File: src/rtl/axis_dual_input_unit_pkg.sv
// Shared definitions for the dual-input AXI-Stream unit: the mode
// encoding, the combiner phase type and a small elaboration helper.
package axis_dual_input_unit_pkg;

    // Function selected by the MODE parameter of axis_dual_input_unit.
    typedef enum logic [1:0] {
        COMBINE = 2'd0,
        FILTER  = 2'd1,
        SHIFT   = 2'd2
    } mode_e;

    // Combiner phase: P0 takes words from input_0, P1 from input_1.
    typedef enum logic [0:0] {
        P0 = 1'b0,
        P1 = 1'b1
    } comb_phase_e;

    // Larger of two elaboration-time integers (used to size counters).
    function automatic int max_int(input int a, input int b);
        return (a > b) ? a : b;
    endfunction

endpackage

File: src/rtl/axis_dual_input_unit_output_slot.sv
// One-entry registered output stage. A word may be loaded whenever the
// slot is free, i.e. empty or being drained in the same cycle, so a
// continuous stream passes with no bubbles. The slot reports itself as
// not free while reset is asserted so no producer sees a ready then.
module axis_output_slot
    import axis_dual_input_unit_pkg::*;
#(
    parameter int WIDTH = 39
) (
    input  logic             clk,
    input  logic             rst,
    input  logic             load_valid,
    input  logic [WIDTH-1:0] load_data,
    input  logic             output_ready,
    output logic             output_valid,
    output logic [WIDTH-1:0] output_data,
    output logic             free
);

    logic             valid_q;
    logic             valid_d;
    logic [WIDTH-1:0] data_q;
    logic [WIDTH-1:0] data_d;

    // Slot can take a word when empty or when its current word leaves now.
    always_comb begin
        free = rst & (~valid_q | output_ready);
    end

    // Next slot state: load has priority, otherwise drain on output_ready.
    always_comb begin
        valid_d = valid_q;
        data_d  = data_q;
        if (load_valid && free) begin
            valid_d = 1'b1;
            data_d  = load_data;
        end else if (output_ready) begin
            valid_d = 1'b0;
        end else begin
            valid_d = valid_q;
        end
    end

    // Slot registers; reset empties the slot and clears the data.
    always_ff @(posedge clk or negedge rst) begin
        if (!rst) begin
            valid_q <= 1'b0;
            data_q  <= {WIDTH{1'b0}};
        end else begin
            valid_q <= valid_d;
            data_q  <= data_d;
        end
    end

    assign output_valid = valid_q;
    assign output_data  = data_q;

endmodule

File: src/rtl/axis_dual_input_unit.sv
// Two-input, one-output AXI-Stream unit. MODE selects a combiner
// (fixed-size bursts alternately from both inputs), a filter (drop or keep
// input_0 words by a flag on input_1) or a shifter (shift input_0 words by
// the amount on input_1). Every mode feeds one registered output slot, so
// output_valid never depends combinationally on the input valids.
module axis_dual_input_unit
    import axis_dual_input_unit_pkg::*;
#(
    parameter int MODE            = 0,
    parameter int DATA_WIDTH      = 39,
    parameter int AUX_WIDTH       = 6,
    parameter int FROM_PORT_ZERO  = 16,
    parameter int FROM_PORT_ONE   = 7,
    parameter int ELIMINATE_ON_UP = 1,
    parameter int LEFT            = 1,
    parameter int ARITHMETIC      = 0
) (
    input  logic                  clk,
    input  logic                  rst,
    input  logic                  input_0_valid,
    output logic                  input_0_ready,
    input  logic [DATA_WIDTH-1:0] input_0_data,
    input  logic                  input_1_valid,
    output logic                  input_1_ready,
    input  logic [AUX_WIDTH-1:0]  input_1_data,
    output logic                  output_valid,
    input  logic                  output_ready,
    output logic [DATA_WIDTH-1:0] output_data
);

    logic                  slot_free_s;
    logic                  load_valid_s;
    logic [DATA_WIDTH-1:0] load_data_s;

    if (MODE == int'(COMBINE)) begin : g_combine
        localparam int CNT_W = $clog2(max_int(FROM_PORT_ZERO, FROM_PORT_ONE) + 1);
        localparam int EXT_W = (AUX_WIDTH < DATA_WIDTH) ? AUX_WIDTH : DATA_WIDTH;

        comb_phase_e           phase_q;
        comb_phase_e           phase_d;
        logic [CNT_W-1:0]      count_q;
        logic [CNT_W-1:0]      count_d;
        logic                  acc0_s;
        logic                  acc1_s;
        logic [DATA_WIDTH-1:0] aux_ext_s;

        // input_1 word zero-extended (or truncated) to the output width.
        always_comb begin
            aux_ext_s              = {DATA_WIDTH{1'b0}};
            aux_ext_s[EXT_W-1:0]   = input_1_data[EXT_W-1:0];
        end

        // Only the port owning the current phase is offered the free slot.
        always_comb begin
            input_0_ready = (phase_q == P0) ? slot_free_s : 1'b0;
            input_1_ready = (phase_q == P1) ? slot_free_s : 1'b0;
            acc0_s        = input_0_valid & input_0_ready;
            acc1_s        = input_1_valid & input_1_ready;
            load_valid_s  = acc0_s | acc1_s;
            if (acc0_s) begin
                load_data_s = input_0_data;
            end else begin
                load_data_s = aux_ext_s;
            end
        end

        // Burst counter: switch phase after the configured number of accepts.
        always_comb begin
            phase_d = phase_q;
            count_d = count_q;
            case (phase_q)
                P0: begin
                    if (acc0_s) begin
                        if (count_q == CNT_W'(FROM_PORT_ZERO - 1)) begin
                            phase_d = P1;
                            count_d = {CNT_W{1'b0}};
                        end else begin
                            count_d = count_q + CNT_W'(1);
                        end
                    end else begin
                        count_d = count_q;
                    end
                end
                P1: begin
                    if (acc1_s) begin
                        if (count_q == CNT_W'(FROM_PORT_ONE - 1)) begin
                            phase_d = P0;
                            count_d = {CNT_W{1'b0}};
                        end else begin
                            count_d = count_q + CNT_W'(1);
                        end
                    end else begin
                        count_d = count_q;
                    end
                end
                default: begin
                    phase_d = P0;
                    count_d = {CNT_W{1'b0}};
                end
            endcase
        end

        // Phase and count registers; reset restarts in P0 with count 0.
        always_ff @(posedge clk or negedge rst) begin
            if (!rst) begin
                phase_q <= P0;
                count_q <= {CNT_W{1'b0}};
            end else begin
                phase_q <= phase_d;
                count_q <= count_d;
            end
        end

    end else if (MODE == int'(FILTER)) begin : g_filter
        localparam logic ELIM_FLAG = (ELIMINATE_ON_UP != 0) ? 1'b1 : 1'b0;

        logic joined_s;
        logic drop_s;
        logic unused_aux_s;

        // Only bit 0 of input_1 is the flag; the rest is deliberately ignored.
        assign unused_aux_s = ^input_1_data;

        // Pairs are consumed together; dropped words never reach the slot.
        always_comb begin
            joined_s      = input_0_valid & input_1_valid & slot_free_s;
            drop_s        = (input_1_data[0] == ELIM_FLAG);
            input_0_ready = joined_s;
            input_1_ready = joined_s;
            load_valid_s  = joined_s & ~drop_s;
            load_data_s   = input_0_data;
        end

    end else if (MODE == int'(SHIFT)) begin : g_shift
        logic                  joined_s;
        logic                  fill_s;
        logic [DATA_WIDTH-1:0] shifted_s;

        // Shift result; out-of-range amounts saturate to the fill value.
        always_comb begin
            fill_s = (LEFT == 0) && (ARITHMETIC != 0) && input_0_data[DATA_WIDTH-1];
            if (int'(input_1_data) >= DATA_WIDTH) begin
                shifted_s = {DATA_WIDTH{fill_s}};
            end else if (LEFT != 0) begin
                shifted_s = input_0_data << input_1_data;
            end else if (ARITHMETIC != 0) begin
                shifted_s = $unsigned($signed(input_0_data) >>> input_1_data);
            end else begin
                shifted_s = input_0_data >> input_1_data;
            end
        end

        // Data word and amount are consumed together into the slot.
        always_comb begin
            joined_s      = input_0_valid & input_1_valid & slot_free_s;
            input_0_ready = joined_s;
            input_1_ready = joined_s;
            load_valid_s  = joined_s;
            load_data_s   = shifted_s;
        end

    end else begin : g_idle
        logic unused_inputs_s;

        // An unsupported MODE accepts nothing and never produces output.
        assign unused_inputs_s = ^{input_0_valid, input_0_data, input_1_valid, input_1_data};

        // Tie every producer-facing control low.
        always_comb begin
            input_0_ready = 1'b0;
            input_1_ready = 1'b0;
            load_valid_s  = 1'b0;
            load_data_s   = {DATA_WIDTH{1'b0}};
        end
    end

    axis_output_slot #(
        .WIDTH (DATA_WIDTH)
    ) u_slot (
        .clk          (clk),
        .rst          (rst),
        .load_valid   (load_valid_s),
        .load_data    (load_data_s),
        .output_ready (output_ready),
        .output_valid (output_valid),
        .output_data  (output_data),
        .free         (slot_free_s)
    );

endmodule

File: config.mk
export PLATFORM = sky130hd
export DESIGN_NAME = axis_dual_input_unit
export DESIGN_NICKNAME = d
export VERILOG_FILES = /design/src/rtl/axis_dual_input_unit_pkg.sv /design/src/rtl/axis_dual_input_unit_output_slot.sv /design/src/rtl/axis_dual_input_unit.sv
export SDC_FILE = /design/constraint.sdc
export NUM_CORES = 1
export LEC_CHECK = 0
export CAP_MARGIN = 15
export CORE_MARGIN = 2
export CORE_UTILIZATION = 66
export DETAILED_ROUTE_END_ITERATION = 10
export DONT_BUFFER_PORTS = 1
export GPL_TIMING_DRIVEN = 1
export PLACE_DENSITY_LB_ADDON = 0.05
export RECOVER_POWER = 50
export SYNTH_ARGS = -nofsm -noshare
export SYNTH_HDL_FRONTEND = slang
export SYNTH_SLANG_ARGS = --single-unit
File: constraint.sdc
create_clock -name clk -period 3 [get_ports clk]
set_clock_uncertainty 0.1 [all_clocks]
set_input_delay 0.45 -clock clk [delete_from_list [all_inputs] [get_ports clk]]
set_output_delay 0.45 -clock clk [all_outputs]
set_load 0.05 [all_outputs]
=== Word-level counts from Yosys, hierarchy flattened ===
Index checks and enable logic that the tools add are counted.

* Input port bits: 50
* Output and inout bits: 42
* Word-level logic and storage cells: 34
* Register bits after elaboration: 46

* Mux-type cells: 15
* Add/subtract/negate cells: 1
* Bitwise logic cells: 7
* Reductions and logical operators: 3
* Eq/ne operators: 4

{| class="wikitable"
|+ Operator list
! kind !! number
|-
| 39-bit 2-to-1 mux || 1
|-
| 5-bit 2-to-1 mux || 4
|-
| 5-bit case mux with 2 select lines || 1
|-
| 1-bit 2-to-1 mux || 8
|-
| 5-bit by 1-bit adder with 5-bit output (second input constant) || 1
|-
| 5-bit by 3-bit equality test with 1-bit output (second input constant) || 1
|-
| 5-bit by 4-bit equality test with 1-bit output (second input constant) || 1
|-
| 1-bit bitwise AND || 3
|-
| 2-bit by 1-bit != test with 1-bit output (second input constant) || 1
|-
| 2-bit != test (second input constant) || 1
|-
| 1-bit NOT || 2
|-
| 1-bit bitwise OR || 2
|-
| 1-bit case mux with 2 select lines || 1
|-
| 2-bit AND reduction || 1
|-
| 2-bit nonzero test || 1
|-
| 1-bit logical AND || 1
|}

=== Depth between registers and ports, before layout ===
Gate-level depths: netlist (run 1).

* Depth in word-level cells: 8
* Mapped depth: 7
* Mapped depth without buffers: 7

=== Hierarchy ===
From an unflattened synthesis (run 1), not the netlist that was laid out.

* Cells, all modules: 180
* Area total of the unflattened synthesis: 2312.2 µm²

{| class="wikitable"
|+ Modules (own cells, without submodules)
! module !! area an instance (µm²) !! times used !! cells an instance !! seq. area each (µm²)
|-
| axis_output_slot || 1567.8 || 1 || 88 || 1001.0
|-
| axis_dual_input_unit || 744.5 || 1 || 92 || 150.1
|}

=== Worst setup path after synthesis (run 1) ===
Ideal clock, no wire load.

* Kind: register to output
* From: register u_slot.valid_q (netlist: u_slot.output_valid)
* To: output port input_0_ready
* Path buffers: 0
* Arrival time: 1.634 ns
* Path slack: 0.816 ns
* Cell stages (with the launch flop): 4
* Data required time: 2.450 ns
* Cells stage by stage: dfrtp_1 > nand2b_4 > and2_1 > nor2b_1

* Word-level cells in the longest chain between the ends: 4

{| class="wikitable"
|+ Ends and longest elaborated chain
! element !! RTL line !! text
|-
| from (decl) || axis_dual_input_unit_output_slot.sv:20 || <nowiki>logic valid_q;</nowiki>
|-
| from (signal assigned) || axis_dual_input_unit_output_slot.sv:50 || <nowiki>valid_q <= valid_d;</nowiki>
|-
| 1-bit NOT || axis_dual_input_unit_output_slot.sv:27 || <nowiki>free = rst & (~valid_q | output_ready);</nowiki>
|-
| 1-bit bitwise OR || axis_dual_input_unit_output_slot.sv:27 ||
|-
| 1-bit bitwise AND || axis_dual_input_unit_output_slot.sv:27 ||
|-
| 1-bit 2-to-1 mux || axis_dual_input_unit.sv:55 || <nowiki>input_0_ready = (phase_q == P0) ? slot_free_s : 1'b0;</nowiki>
|-
| to (decl) || axis_dual_input_unit.sv:21 || <nowiki>output logic input_0_ready,</nowiki>
|}

No other way between the ends.

=== Worst setup path in the final report (run 1) ===
Ends and elaborated chain as after synthesis.

==> summary.txt, run 1 <==
Synth
  – Ys flop type: dfrtp_1
  – Distinct cells, synth: 29
  – Mean Syn Cell Area: 13.6 µm²
  – Synth Instances: approximately 150
  – Netlist Area Pre-Place: around 2000 µm²
  – Async set-reset flop share out of synthesis: 1.00
  – Sequential share of the synthesized area: 0.582
  – Ys Warns: 0
  – #FFs+latches synth: between 40 and 50
  – Post-synth EDFFs: 0
  – Syn_nets: 200

CTS
  – CTS Sinks: 46
  – Post-cts sizing count: 0
  – Clk Latency, worst-skew pair: between 0.3 and 0.4 ns
  – Clock Pin Slew Worst Setup and Hold Paths: roughly 0.13 ns
  – CTS tree: yes
  – Root buf cell: clkbuf_4
  – H-Tree Depth: 2
  – Worst-case clock buffer depth: 2
  – TritonCTS buffer count: 5

Routing
  – DR WL met3: 417 µm
  – Routed Antenna Nets: 0
  – DR iter-0 viols: 37
  – Post-route DRC: 5
  – Wire length on met2: 1760 µm
  – Routed via count: 1202
  – Max layer used: met4
  – Drt wl/cell: between 15 and 20 µm
  – Vias per cell: around 6.8
  – First-pass DRT Iterations: 7
  – Total wire length: roughly 3500 µm
  – WL met1: between 1000 and 1500 µm

Critical path
  – Worst path required time: between 2 and 2.5 ns
  – R2R Path End: u_slot.output_data[4]
  – CP Launch Type: flop
  – Crit-path max FO: 5
  – RR Startpoint: u_slot.output_valid
  – Crit path capture type: output port
  – R2R setup slack: approximately 1.0 ns
  – Arrival @ worst endpoint: 1.73 ns
  – R2R cell count: 4
  – WS Path Type: reg2out

Place
  – DP Area: slightly below 2000 µm²
  – Dpl ws: between 1 and 1.5 ns
  – PortBufs: 0
  – GP Congestion: 0.819

Power
  – Sequential fraction of design power: 0.700
  – Max IR drop VDD: approximately 0.67 mV
  – Comb pwr share: 0.185
  – Internal power: around 1200 µW
  – Sw power: 1370 µW
  – Power density over the cells: between 1000 and 1500 nW/µm²
  – PnR Total Power: 2540 µW
  – Leakage power: 0.000945 µW
  – Clk network pwr share: 0.116
  – Sw Ratio: 0.539

Min path
  – Hold path start: input_1_valid
  – Worst Hold Depth: 1
  – Hold Crit Class: in2reg
  – Hold Path End: g_combine.phase_q

Cells and area
  – Antenna fix cells: 0
  – Area occupied by multi-input gates: 709 µm²
  – Area Overhead vs Synth: 2.09%
  – Layout cells sized above 1: 0.170
  – Leading cell types in the layout, fill and taps excluded: dfrtp_1, a22o_1, nand2_1, mux2i_1, o21ai_2
  – Commonest non-fill, non-tap cell in the layout: dfrtp_1
  – Sequential cell area: roughly 1200 µm²
  – Fin nets: 200
  – Post-route cell area: between 2000 and 2500 µm²
  – Fillers: between 150 and 200

Timing
  – Slew @ Worst Pin: slightly below 0.6 ns
  – WHS: roughly 0.089 ns
  – Worst slew margin: 0.605
  – Crit path time final: about 2.3 ns
  – Fin crit share: 0.759
  – Hold Fails Final Rpt: 0
  – Setup tns final: 0 ns
  – RSZ-0062 raised after global routing: no
  – Slew Viols, Final: 0
  – Final setup margin: between 0.7 and 0.8 ns
  – Fmax achieved: about 440 MHz
  – Final setup vio count: 0

Die
  – Die W: 58.8 µm
  – Row Count: 19
  – Initial Util: 0.706
  – Die area: roughly 3500 µm²
  – Placeable Area: about 2800 µm²
  – Chip Height: between 50 and 60 µm
  – I/O pin count: between 90 and 100

Run status
  – Outcome: finished, violations left
  – Failing checks: DRC

Global route
  – Initial antenna violation count: 0
  – Largest net degree at the start of global routing: 54
  – Grt total ovfl: 0
  – Total track usage: 0.233
  – First-pass GRT wire length: around 5900 µm
  – Vias in the first global route: 1242

Job
  – Maxcap violations: 0
## cells in the mapped netlist (2+ instances only)
library cell  count  area (µm²)
ha_1              4        50.1
nand2_1          10        37.5
a22o_1           34         298
buf_2             2        10.0
a31oi_1           2        12.5
inv_1             6        22.5
buf_6             7        78.8
mux2i_1           7        70.1
o21ai_2           7        61.3
dfrtp_1          46        1150
nor2_1            2        7.51
nand3_1           2        10.0
## flip-flops by register name (all words and copies together), names as in the netlist
name,cells
u_slot.output_data,39
u_slot.output_valid,1
g_combine.phase_q,1
g_combine.count_q,5
## layout make-up
cell class / count / area share
well taps: 31 / 0.0192
inverters: 6 / 0.0111
multi-input cells: 84 / 0.351
clock inverters: 3 / 0.0118
clock buffers: 5 / 0.0186
flip-flops and latches: 46 / 0.570
repair buffers: 3 / 0.0186
## power by group through the flow
| stage | logic, µW | registers [µW] | clock network (µW) |
|---|---|---|---|
| floorplan | 449 | 1720 | 0 |
| global placement | 431 | 1780 | 0 |
| detailed placement | 465 | 1790 | 0 |
| CTS | 477 | 1780 | 302 |
| global route | 536 | 1810 | 333 |
| finish | 470 | 1780 | 294 |
## critical path, cell delays in order (launching register included)
cell      delay (ns)
dfrtp_1         0.70
nand2b_4        0.13
and2_1          0.21
nor2b_1         0.13
buf_4           0.20
## how the worst max path moves through the flow
stage,startpoint,to,slack [ns],cells past startpoint
after detailed placement,u_slot.output_valid,u_slot.output_data[4],1.02,4
after global routing,u_slot.output_valid,input_0_ready,0.64,4
after global placement,u_slot.output_valid,u_slot.output_data[1],1.10,4
final,u_slot.output_valid,input_0_ready,0.72,4
after CTS,u_slot.output_valid,input_0_ready,0.71,4
after floorplan,u_slot.output_valid,input_0_ready,0.82,3
## logic make-up (layout without fill, tap and decap cells)
kind of cell             count (synthesis)  in the layout  synth area share
AO/OA/AOI/OAI                           48             48             0.207
adder cells (fa/ha/maj)                  4              4            0.0253
buffers and inverters                   16             17            0.0601
flip-flops                              46             46             0.582
multiplexers                             9              9            0.0544
AND/OR/NAND/NOR                         23             23            0.0721
## repair_timing
action,4_1_cts,5_1_grt
buffers inserted,0,0
endpoints found under the hold margin,46,0
hold buffers,2,0
## stage by stage
step                      instances  utilization
after floorplan                 146            -
after global placement          168        0.688
after detailed placement        168        0.688
after CTS                       178        0.720
after global routing            178        0.720
final                           178        0.720
## metal layers
metal	vias up	track usage
met4	0	0.0779
met1	580	0.276
met5	-	0
met2	78	0.373
li1	538	-
met3	6	0.112
Note: power is estimated with default switching activity, not from simulation.
==> inputs of run 2 (changes only) <==
- CORE_UTILIZATION: 66 -> 55
- clock period: 3 -> 1.93 ns (I/O delays scaled with it)
==> summary.txt, run 2 (synthesized netlist as in run 1, its figures left out) <==
Place
  – GP Congestion: 0.745 (was 0.819)
  – DP Area: 2020 µm² (was 1930 µm²)
  – Placed Cells: 187 (was 168)
  – PortBufs: 0 (unchanged)
  – Final HPWL DP: 2630 µm

Routing
  – DR iter-0 viols: 61 (was 37)
  – Post-route DRC: 0 (was 5)
  – Vias per cell: 5.65 (was 6.75)
  – Drt wl/cell: 18.2 µm (was 19.8 µm)
  – First-pass DRT Iterations: 4 (was 7)
  – Total wire length: 4270 µm (was 3530 µm)
  – Routed Antenna Nets: 0 (unchanged)
  – Routed via count: 1327 (was 1202)

Timing
  – Fmax achieved: around 540 MHz
  – RSZ-0062 raised after global routing: no (unchanged)
  – Worst slew margin: 0.297 (was 0.605)
  – Slew Viols, Final: 0 (unchanged)
  – Hold Fails Final Rpt: 0 (unchanged)
  – Final setup vio count: 0 (unchanged)
  – Crit path time final: around 1.9 ns
  – Slew @ Worst Pin: 1.05 ns (was 0.593 ns)
  – Fin crit share: 0.966
  – Setup tns final: 0 ns (unchanged)

Cells and area
  – Post-route cell area: 2490 µm² (was 2020 µm²)
  – Final Instance Count excl. Fillers: 235 (was 178)
  – Fillers: 210 (was 190)
  – Antenna fix cells: 0 (unchanged)
  – Leading cell types in the layout, fill and taps excluded: dfrtp_1, dlygate4sd3_1, a22o_1, nand2_1 (was dfrtp_1, a22o_1, nand2_1, mux2i_1, o21ai_2)
  – Max FFs per register: 39 (unchanged)
  – Fin nets: 242 (was 200)
  – Commonest non-fill, non-tap cell in the layout: dfrtp_1 (unchanged)
  – Final core occ: 0.734 (was 0.720)
  – Area Overhead vs Synth: 25.7% (was 2.09%)
  – Layout cells sized above 1: 0.159 (was 0.170)

Die
  – I/O pin count: 92 (unchanged)
  – Initial Util: 0.584 (was 0.706)
  – Placeable Area: 3390 µm² (was 2810 µm²)
  – Chip Height: 64.0 µm (was 58.8 µm)
  – Die W: 64.0 µm (was 58.8 µm)
  – Row Count: 21 (was 19)
  – Die area: 4090 µm² (was 3450 µm²)

Job
  – Maxcap violations: 0 (unchanged)

Global route
  – Vias in the first global route: 1480 (was 1242)
  – Total track usage: 0.227 (was 0.233)
  – Largest net degree at the start of global routing: 47 (was 54)
  – Grt total ovfl: 0 (unchanged)
  – Initial antenna violation count: 0 (unchanged)
  – First-pass GRT wire length: 6930 µm (was 5900 µm)

CTS
  – H-Tree Depth: 2 (unchanged)
  – Post-CTS setup buffer count: 0 (unchanged)
  – CTS tree: yes (unchanged)
  – Clock Pin Slew Worst Setup and Hold Paths: 0.12 ns (was 0.13 ns)
  – Worst-case clock buffer depth: 2 (unchanged)
  – Root buf cell: clkbuf_4 (unchanged)
  – TritonCTS buffer count: 5 (unchanged)
  – CTS Sinks: 46 (unchanged)
  – Clk Latency, worst-skew pair: 0.35 ns (was 0.36 ns)

Critical path
  – CP Launch Type: flop (unchanged)
  – Worst path buffer plus inverter count: 0 (was 1)
  – CP peak stage delay: 0.56 ns (was 0.70 ns)
  – Worst path required time: 1.54 ns (was 2.45 ns)
  – RR Startpoint: g_combine.count_q[0] (was u_slot.output_valid)
  – CP delay by family, top: flip-flops (unchanged)
  – Critical path cell sequence: and3_1 (was nand2b_4 -> and2_1 -> nor2b_1 -> buf_4)
  – R2R Path End: g_combine.count_q[2] (was u_slot.output_data[4])
  – R2R cell count: 7 (was 4)
  – Slowest CP cell: dfrtp_1 (unchanged)
  – Crit-path max FO: 7 (was 5)
  – WS Path Type: reg2out (unchanged)
  – Arrival @ worst endpoint: 1.48 ns (was 1.73 ns)
  – Crit path capture type: output port (unchanged)
  – R2R setup slack: 0.15 ns (was 1.03 ns)

Power
  – Clk network pwr share: 0.124 (was 0.116)
  – Sequential fraction of design power: 0.665 (was 0.700)
  – Power density over the cells: 1660 nW/µm² (was 1260 nW/µm²)
  – Max IR drop VDD: 0.910 mV (was 0.672 mV)
  – Sw Ratio: 0.521 (was 0.539)
  – PnR Total Power: 4140 µW (was 2540 µW)
  – Leakage power: 0.00114 µW (was 0.000945 µW)
  – Internal power: 1980 µW (was 1170 µW)
  – Comb pwr share: 0.211 (was 0.185)
  – Sw power: 2160 µW (was 1370 µW)

Min path
  – Hold Path End: u_slot.output_data[4] (was g_combine.phase_q)
  – Worst Hold Depth: 2 (was 1)
  – Hold path start: input_1_data[4] (was input_1_valid)
  – Hold Crit Class: in2reg (unchanged)

Run status
  – Outcome: finished, final reports clean (was finished, violations left)
==> run 2: cell types whose count changed in the layout (fill, tap and decap cells not counted), moves of 2 or more <==
cell / delta
dlygate4sd3_1: +38
clkbuf_8: +2
buf_12: +2
clkinvlp_4: -2
==> run 2: power by group through the flow <==
stage / combinational, µW / clock (µW) / sequential [µW]
after floorplan: 700 / 0 / 2680
after global placement: 756 / 0 / 2760
after detailed placement: 794 / 0 / 2760
after CTS: 878 / 530 / 2750
after global routing: 964 / 580 / 2800
final: 873 / 513 / 2750
==> run 2: worst max path at each step <==
stage	startpoint	endpoint	slack (ns)	depth (start not counted)
4_1_cts	g_combine.phase_q	input_1_ready	0.05	1
3_3_place_gp	g_combine.count_q[0]	g_combine.count_q[2]	0.24	7
6_report	g_combine.phase_q	input_1_ready	0.07	1
5_1_grt	g_combine.phase_q	input_1_ready	0.0007	1
3_5_place_dp	g_combine.count_q[0]	g_combine.count_q[2]	0.12	7
2_1_floorplan	u_slot.output_valid	input_0_ready	0.16	3
==> run 2: timing repair <==
item / CTS / global route
setup endpoints to repair: 0 / 1
resized for setup: 0 / 1
hold buffers: 40 / 0
hold endpoints to repair: 82 / 0
==> run 2: layout make-up <==
type | instances | area, µm² | share of cell area
multi-input combinational | 84 | 717 | 0.288
clock buffer | 7 | 65.1 | 0.0261
tap | 46 | 57.6 | 0.0231
clock inverter | 1 | 8.76 | 0.00352
sequential | 46 | 1150 | 0.463
timing repair buffer | 45 | 467 | 0.188
inverter | 6 | 22.5 | 0.00905
==> run 2: through the flow <==
step / hold WS [ns] / setup slack [ns]
floorplan: -0.106 / 0.158
global placement: -0.105 / 0.239
detailed placement: -0.104 / 0.117
CTS: 0.00110 / 0.0473
global route: 0.00654 / 0.000687
finish: 0.0224 / 0.0653
==> run 2: metal layers <==
metal  routed length (µm)  vias up  track usage  share of wire
li1                     -      618            -              -
met1                 1660      633        0.240           0.39
met2                 2230       68        0.414           0.52
met3                  310        8       0.0722          0.073
met4                   67        0       0.0897          0.016
met5                    0        -            0              0
